`src/rtl/dot_pkg.sv`:
```
// Shared definitions for the dot bank sequencer: FSM states, bank geometry
// and row-length dependent widths.
package dot_pkg;

  localparam int DOT_ROWS  = 12;
  localparam int DOT_LANES = 32;
  localparam int DOT_LEN   = 288;

  // Element index / element count widths for a DOT_LEN row
  localparam int DOT_IDX_W = $clog2(DOT_LEN);
  localparam int DOT_CNT_W = $clog2(DOT_LEN + 1);

  typedef enum logic [2:0] {
    IDLE,
    LOAD,
    CAP,
    GAP,
    FIN
  } dot_state_e;

endpackage

```
`src/rtl/dot_seq_wdog.sv`:
```
// LOAD-phase watchdog for dot_seq; only built when DOT_SEQ_TMO_EN is defined.
`ifdef DOT_SEQ_TMO_EN
module dot_seq_wdog #(
  parameter int TMO_CYC = 1024
) (
  input  logic clk,
  input  logic rst,
  input  logic run,
  output logic expire
);

  localparam int CW = $clog2(TMO_CYC + 1);

  logic [CW-1:0] cnt;

  // Counter is held at zero outside LOAD, so every LOAD entry starts fresh
  always_ff @(posedge clk) begin
    if (rst || !run) cnt <= '0;
    else             cnt <= cnt + CW'(1);
  end

  assign expire = run && (cnt == CW'(TMO_CYC - 1));

endmodule
`endif

```
`src/rtl/dot_seq.sv`:
```
// Row sequencer for the dot_channel bank: load, wait all-valid, capture, gap.
// Optional LOAD watchdog and err pulse with DOT_SEQ_TMO_EN.
module dot_seq
  import dot_pkg::*;
#(
  parameter int ROWS  = DOT_ROWS,
  parameter int LANES = DOT_LANES,
`ifdef DOT_SEQ_TMO_EN
  parameter int TMO_CYC = 1024,
`endif
  localparam int RW = $clog2(ROWS)
) (
  input  logic             clk,
  input  logic             rst,
  input  logic             start,
  input  logic [RW:0]      n_rows,
  input  logic             abort,
  output logic             busy,
  output logic [RW-1:0]    row_idx,
  output logic             bank_load,
  input  logic [LANES-1:0] bank_valid,
  output logic             wr_en,
  output logic [RW-1:0]    wr_addr,
`ifdef DOT_SEQ_TMO_EN
  output logic             err,
`endif
  output logic             done
);

  dot_state_e  state, nxt;
  logic [RW:0] n_lat;
  logic [RW:0] n_clamp;
  logic        last;
  logic        tmo;

  assign n_clamp = (n_rows > (RW+1)'(ROWS)) ? (RW+1)'(ROWS) : n_rows;
  assign last    = ({1'b0, row_idx} == (n_lat - (RW+1)'(1)));

`ifdef DOT_SEQ_TMO_EN
  dot_seq_wdog #(.TMO_CYC(TMO_CYC)) u_wdog (
    .clk    (clk),
    .rst    (rst),
    .run    (state == LOAD),
    .expire (tmo)
  );
`else
  assign tmo = 1'b0;
`endif

  always_comb begin
    nxt = state;
    case (state)
      IDLE: if (start) nxt = (n_rows == '0) ? FIN : LOAD;
      LOAD: if (&bank_valid) nxt = CAP;
      CAP:  nxt = last ? FIN : GAP;
      GAP:  nxt = LOAD;
      // A zero-row job enters FIN straight from IDLE and lingers one extra
      // cycle, so done still lands two edges after start is seen.
      FIN:  nxt = done ? IDLE : FIN;
      default: nxt = IDLE;
    endcase
    if (tmo)   nxt = IDLE;
    if (abort) nxt = IDLE;
  end

  // Outputs are registered from the next state so they line up with it
  always_ff @(posedge clk) begin
    if (rst) begin
      state     <= IDLE;
      busy      <= 1'b0;
      bank_load <= 1'b0;
      wr_en     <= 1'b0;
      done      <= 1'b0;
      wr_addr   <= '0;
      row_idx   <= '0;
      n_lat     <= '0;
    end else begin
      state     <= nxt;
      busy      <= (nxt != IDLE);
      bank_load <= (nxt == LOAD);
      wr_en     <= (nxt == CAP);
      done      <= (nxt == FIN) && (state != IDLE);
      if (nxt == CAP) wr_addr <= row_idx;
      if (abort) begin
        row_idx <= '0;
      end else if (state == IDLE && start) begin
        row_idx <= '0;
        n_lat   <= n_clamp;
      end else if (state == CAP && !last) begin
        row_idx <= row_idx + RW'(1);
      end
    end
  end

`ifdef DOT_SEQ_TMO_EN
  always_ff @(posedge clk) begin
    if (rst) err <= 1'b0;
    else     err <= tmo && !abort;
  end
`endif

endmodule
```
`config.mk`:
```
export PLATFORM = sky130hd
export DESIGN_NAME = dot_seq
export DESIGN_NICKNAME = d
export VERILOG_FILES = /design/src/rtl/dot_pkg.sv /design/src/rtl/dot_seq_wdog.sv /design/src/rtl/dot_seq.sv
export SDC_FILE = /design/constraint.sdc
export NUM_CORES = 1
export LEC_CHECK = 0
export CORE_ASPECT_RATIO = 0.6
export CORE_MARGIN = 2
export CORE_UTILIZATION = 39
export DETAILED_ROUTE_END_ITERATION = 8
export PLACE_DENSITY = 0.81
export SYNTH_ARGS = -nofsm -noshare
export SYNTH_HDL_FRONTEND = slang
export SYNTH_SLANG_ARGS = --single-unit
```
`constraint.sdc`:
```
create_clock -name clk -period 2.1 [get_ports clk]
set_input_delay 0.42 -clock clk [delete_from_list [all_inputs] [get_ports clk]]
set_output_delay 0.42 -clock clk [all_outputs]
set_load 0.02 [all_outputs]
```
==> flow_summary.ini, run 1 <==
[cells_and_area]
count_of_antenna_diodes_in_the_layout = 0
fin_util = 0.7030
ff_latch_area_um2 = 401.6
total_nets_final = 230
final.fill_count = 187
multiInputGateArea_um2 = 650.6
final_layout_size_suffix_gt1_frac = 0.1559
synthToLayoutAreaGrowth_pct = 67.88

[worst_setup_path]
cp_slowest_cell = sky130_fd_sc_hd__dfxtp_1
critical_path_required_ns = 2.28
timing.rr.start = n_lat[0]
startpoint_type = register
path_max_fanout = 6
timing.critical_path.to_type = register
setup.worst_path.class = reg -> reg
cp.arrival_ns = 2.13
worst_path_dominant_cell_family = compound AO/OA/AOI/OAI gates
critical_path.n_buffers_inverters = 1
max_stage_delay_ns = 0.33
crit_start = n_lat[0]
cp_cell_sequence = inv_1, ha_2, nor4bb_1, a22o_1, o2111ai_4, nand2_4, a21o_1, nor4b_2

[yosys]
syn_area_um2 = 1064
synthTopCellsByArea = sky130_fd_sc_hd__dfxtp_1 (38%), sky130_fd_sc_hd__nor2_1 (6.7%), sky130_fd_sc_hd__xor2_1 (4.9%)
synthDominantCellAreaShare = 0.3765
syn_inst = 119
synth_area_leader_cell = sky130_fd_sc_hd__dfxtp_1
synthesis.nets = 162
ys_warn_count = 0
postSynthAreaPerCell_um2 = 8.937
synth.yosys.seq_area_share = 0.3765
post_synth_num_cell_types = 40
postSynthRegisterBits = 20

[sta]
timing_max_transition_violations_final = 0
fin_tns_setup_ns = 0
tightestPinTransition_ns = 0.4457
rsz_0062_raised_after_global_routing = no
finalCriticalPeriod_ns = 1.951
hold_viol = 0
clock_skew_ns = 0.004132
max-slew-margin-rel = 0.7018
max_freq_mhz = 512.4
finalSetupViolCount = 0
whs_ns = 0.5055
layout_worst_path_cycle_share = 0.9293

[clocking]
clk_transition_reported_paths_ns = 0.08
htree_num_levels = 1
cts.root.buffer_cell = sky130_fd_sc_hd__clkbuf_8
worst_skew_pair.late_latency_ns = 0.26
tritoncts_buffer_count = 3
tritoncts_sinks = 20
cts_buffer_depth = 2
cts_tree = yes

[floorplanning]
fp.dieH_um = 44.45
rows = 14
core-area_um2 = 2540
die_area_um2 = 3174
initial_utilization = 0.4187
dieWidth_um = 71.42
boundaryPins = 53

[global_routing]
initial_antenna_violation_count = 0
track_usage = 0.2267
grt_pass1_wl_um = 5471
number_of_global_route_vias_before_repair = 1155
grt_start_max_net_pins = 13
grt-ovfl-total = 0

[drt]
detail_route.wl_per_cell_um = 14.80
detail-route-antenna-nets = 0
detailedRoute.firstIterationViolations = 75
routed_wl_um = 3227
route.vias.total = 1137
drc = 0
route.detailed.vias_per_inst = 5.216
detail_route.first_pass.iterations = 4

[min_path]
hold_path.class = reg -> reg
startpoint_of_the_most_critical_hold_path = n_lat[4]

[placement]
post-dp-hpwl_um = 2655
buffer_ports.inserted = 52
gpl.final_weighted_congestion = 0.8949

[pwr]
power.leakage_nw = 0.6688
vdd_ir_max_uv = 296.7
power_density_nw_per_um2 = 522.2

[run_status]
result_of_the_run = completed

[flow_run]
max_cap_viol_count = 0
[placed cells by master, fill, tap and decap left out, drive strengths merged, types with 2 or more instances in the layout]
cell            n
xnor2           2
nand2b          3
nor2           19
clkdlybuf4s50  52
buf            12
nand4           7
a211oi          2
inv             3
nand2           6
nand3           6
or3             2
mux2i           5
a21o            2
a21oi           3
ha              2
clkbuf          3
or2             2
xor2            6
nor3            6
a31oi           3
o21ai           3
dfxtp          20
[per-stage QoR]
stage	instances	power (W)	setup WS, ns	instance area, µm²
global route	218	0.0009631	0.01557	1785
global placement	212	0.0005464	-0.04658	1695
finish	218	0.0009323	0.1485	1785
floorplan	119	0.0004469	0.2327	1064
CTS	216	0.0009351	0.09372	1767
detailed placement	212	0.0005515	-0.09899	1695
[layer usage]
metal / wire, µm / track usage
met5: 0 / 0
met4: 27 / 0.04528
met3: 183 / 0.06834
met2: 1397 / 0.3778
met1: 1618 / 0.2964
[worst paths after layout]
kind | to | slack [ns] | cells after the start
worst max-delay path | bank_load | 0.15 | 8
worst min-delay path | n_lat[4] | 0.51 | 1
worst min register to register | n_lat[4] | 0.51 | 1
worst max register to register | bank_load | 0.15 | 8
[synthesized netlist by cell type, drive strengths merged]
master and n:
nor3 6, or3 2, o22ai 1, a21o 2, nor4bb 1, nor4 1, or3b 1, ha 2
nor4b 1, nand3 6, mux2 1, a31oi 3, nand2 6, or2b 1, o22a 1, a22o 1
mux2i 5, nor2 19, dfxtp 20, nand2b 3, or2 2, inv 3, nand4b 1, o2111ai 1
clkbuf 1, xnor2 2, nand4 7, xor2 6, o21ai 3, nand3b 1, a211oi 2, o311a 1
and3 1, a21oi 3, and4b 1, nor3b 1
[power by group]
part	switching (W)	internal [W]	total, W	leakage, nW
Sequential	0.00000597	0.000386	0.000392	0.163
Combinational	0.0000537	0.000100	0.000154	0.471
Clock	0.000132	0.000255	0.000386	0.0357
[cell families (layout without fill, tap and decap cells)]
| kind of cell | after synthesis | after routing | synth area share |
|---|---|---|---|
| AOI/OAI and AO/OA | 18 | 18 | 0.1388 |
| and+or+nand+nor | 61 | 61 | 0.3235 |
| xor gates and xnor gates | 8 | 8 | 0.06588 |
| buffers and inverters | 4 | 71 | 0.01411 |
| adders and majority gates | 2 | 2 | 0.02353 |
| DFF | 20 | 20 | 0.3765 |
| muxes | 6 | 6 | 0.05765 |
[what timing repair did]
item	in CTS	in global routing
hold buffers	0	0
gates resized for setup	0	2
endpoints found under the setup margin	0	1
buffers inserted	0	2
[flip-flops by register name (all words and copies together), names as in the netlist]
name	count
row_idx	4
wr_en	1
state	3
done	1
bank_load	1
wr_addr	4
busy	1
n_lat	5
[layout make-up]
cell class / instances / area share
timing repair buffer: 64 / 0.3420
clock inverter: 1 / 0.01682
clock buffer: 3 / 0.02313
multi-input combinational: 95 / 0.3644
tap: 32 / 0.02242
inverter: 3 / 0.006307
sequential: 20 / 0.2249
No activity file was read; power rests on OpenSTA's default activity.
==> inputs of run 2 (changes only) <==
ABC_CLOCK_PERIOD_IN_PS = 2100   (was not set)
RECOVER_POWER = 100   (was not set)
==> flow_summary.ini, run 2 (same netlist as run 1, synthesis figures left out) <==
[cells_and_area]
finalNonFillerCells = 218
total_nets_final = 230
max_reg_flops = 5
final_cell_mix = sky130_fd_sc_hd__clkdlybuf4s50_1 (39), sky130_fd_sc_hd__nor2_1 (19), sky130_fd_sc_hd__dfxtp_1 (19)
max_flop_register = n_lat
layout.cells.most_common = sky130_fd_sc_hd__clkdlybuf4s50_1
final.fill_count = 191
count_of_antenna_diodes_in_the_layout = 0
largest_registers = n_lat (5), row_idx (4), wr_addr (4)
synthToLayoutAreaGrowth_pct = 66.71
ff_latch_area_um2 = 401.6
multiInputGateArea_um2 = 644.4
final_layout_size_suffix_gt1_frac = 0.1452
post_route_cell_area_um2 = 1773

[global_routing]
grt_start_max_net_pins = 13
grt-ovfl-total = 0
track_usage = 0.2267
grt_pass1_wl_um = 5471
number_of_global_route_vias_before_repair = 1155
initial_antenna_violation_count = 0

[drt]
drc = 0
detail_route.first_pass.iterations = 4
route.vias.total = 1132
detail-route-antenna-nets = 0
route.detailed.vias_per_inst = 5.193
detail_route.wl_per_cell_um = 14.77
routed_wl_um = 3219
detailedRoute.firstIterationViolations = 67

[worst_setup_path]
cp.arrival_ns = 2.15
timing.critical_path.to_type = register
startpoint_type = input pin
setup.worst_path.class = in -> reg
path_max_fanout = 5
critical_path_required_ns = 2.26

[sta]
finalSetupViolCount = 0
finalCriticalPeriod_ns = 1.991
layout_worst_path_cycle_share = 0.9480
clock_skew_ns = 0.003546
fin_tns_setup_ns = 0
rsz_0062_raised_after_global_routing = no
tightestPinTransition_ns = 0.4425
timing_max_transition_violations_final = 0
max_freq_mhz = 502.3
layout_setup_ws_ns = 0.1091
max-slew-margin-rel = 0.7039
hold_viol = 0

[pwr]
power_density_nw_per_um2 = 523.1
power.leakage_nw = 0.7051
vdd_ir_max_uv = 296.0

[clocking]
clk_transition_reported_paths_ns = 0.08
cts.root.buffer_cell = sky130_fd_sc_hd__clkbuf_8
htree_num_levels = 1
cts_buffer_depth = 2
cts_tree = yes
worst_skew_pair.late_latency_ns = 0.26
tritoncts_sinks = 20
cts_hold_buffers = 0
tritoncts_buffer_count = 3

[floorplanning]
initial_utilization = 0.4187
boundaryPins = 53
die_area_um2 = 3174
rows = 14
dieWidth_um = 71.42
fp.dieH_um = 44.45
core-area_um2 = 2540

[run_status]
result_of_the_run = completed

[placement]
buffer_ports.inserted = 52
gpl.final_weighted_congestion = 0.8949
placement.cell_area_um2 = 1695
post-dp-hpwl_um = 2655
placed_cells_incl_taps = 212
dp_worst_setup_slack_ns = -0.09899

[flow_run]
max_cap_viol_count = 0

[min_path]
hold_path.class = reg -> reg
## run 2: changes by cell type in the layout (fill, tap and decap cells not counted), moves of 2 or more
| cell | change |
|---|---|
| sky130_fd_sc_hd__clkbuf_4 | +2 |
| sky130_fd_sc_hd__dlygate4sd3_1 | +13 |
| sky130_fd_sc_hd__buf_4 | -4 |
| sky130_fd_sc_hd__clkdlybuf4s50_1 | -13 |
## run 2: stage by stage
| step | hold slack (ns) | power, W | util |
|---|---|---|---|
| floorplan | 0.4626 | 0.0004469 | - |
| global placement | 0.4800 | 0.0005464 | 0.6675 |
| detailed placement | 0.4958 | 0.0005515 | 0.6675 |
| CTS | 0.5061 | 0.0009351 | 0.6956 |
| global route | 0.5296 | 0.0009607 | 0.6980 |
| finish | 0.5038 | 0.0009274 | 0.6980 |
## run 2: cell type report
class                           instances  share of cell area
Tap cell                               32             0.02258
Inverter                                3            0.006351
Timing Repair Buffer                   64              0.3409
Sequential cell                        20              0.2265
Multi-Input combinational cell         95              0.3634
Clock buffer                            3             0.02329
Clock inverter                          1             0.01694
## run 2: power by group
group	switching [W]	internal [W]
logic	0.0000538	0.0000985
registers	0.00000585	0.000386
clock network	0.000129	0.000254
total	0.000189	0.000739
## run 2: final timing paths
| path | from | end | slack (ns) | cells past startpoint |
|---|---|---|---|---|
| max reg2reg | n_lat[0] | bank_load | 0.15 | 8 |
| min reg2reg | n_lat[4] | n_lat[4] | 0.50 | 1 |
| min | n_lat[4] | n_lat[4] | 0.50 | 1 |
| max | bank_valid[24] | bank_load | 0.11 | 7 |
## run 2: critical path: stages
cell and delay [ns]:
sky130_fd_sc_hd__dlygate4sd3_1 0.54, sky130_fd_sc_hd__nand4_1 0.11, sky130_fd_sc_hd__nor4_1 0.28, sky130_fd_sc_hd__nand3_1 0.15, sky130_fd_sc_hd__or2_1 0.23, sky130_fd_sc_hd__a21o_2 0.25
sky130_fd_sc_hd__nor4b_2 0.16
## run 2: timing repair
item / 4_1_cts / 5_1_grt
resized for setup: 0 / 2
buffers inserted: 0 / 2
setup endpoints to repair: 0 / 1
## run 2: layer usage
layer,part of all wire,vias to the layer above,track usage
met5,0,-,0
met2,0.44,31,0.3778
li1,-,574,-
met4,0.0062,0,0.04528
met1,0.50,525,0.2964
met3,0.053,2,0.06834
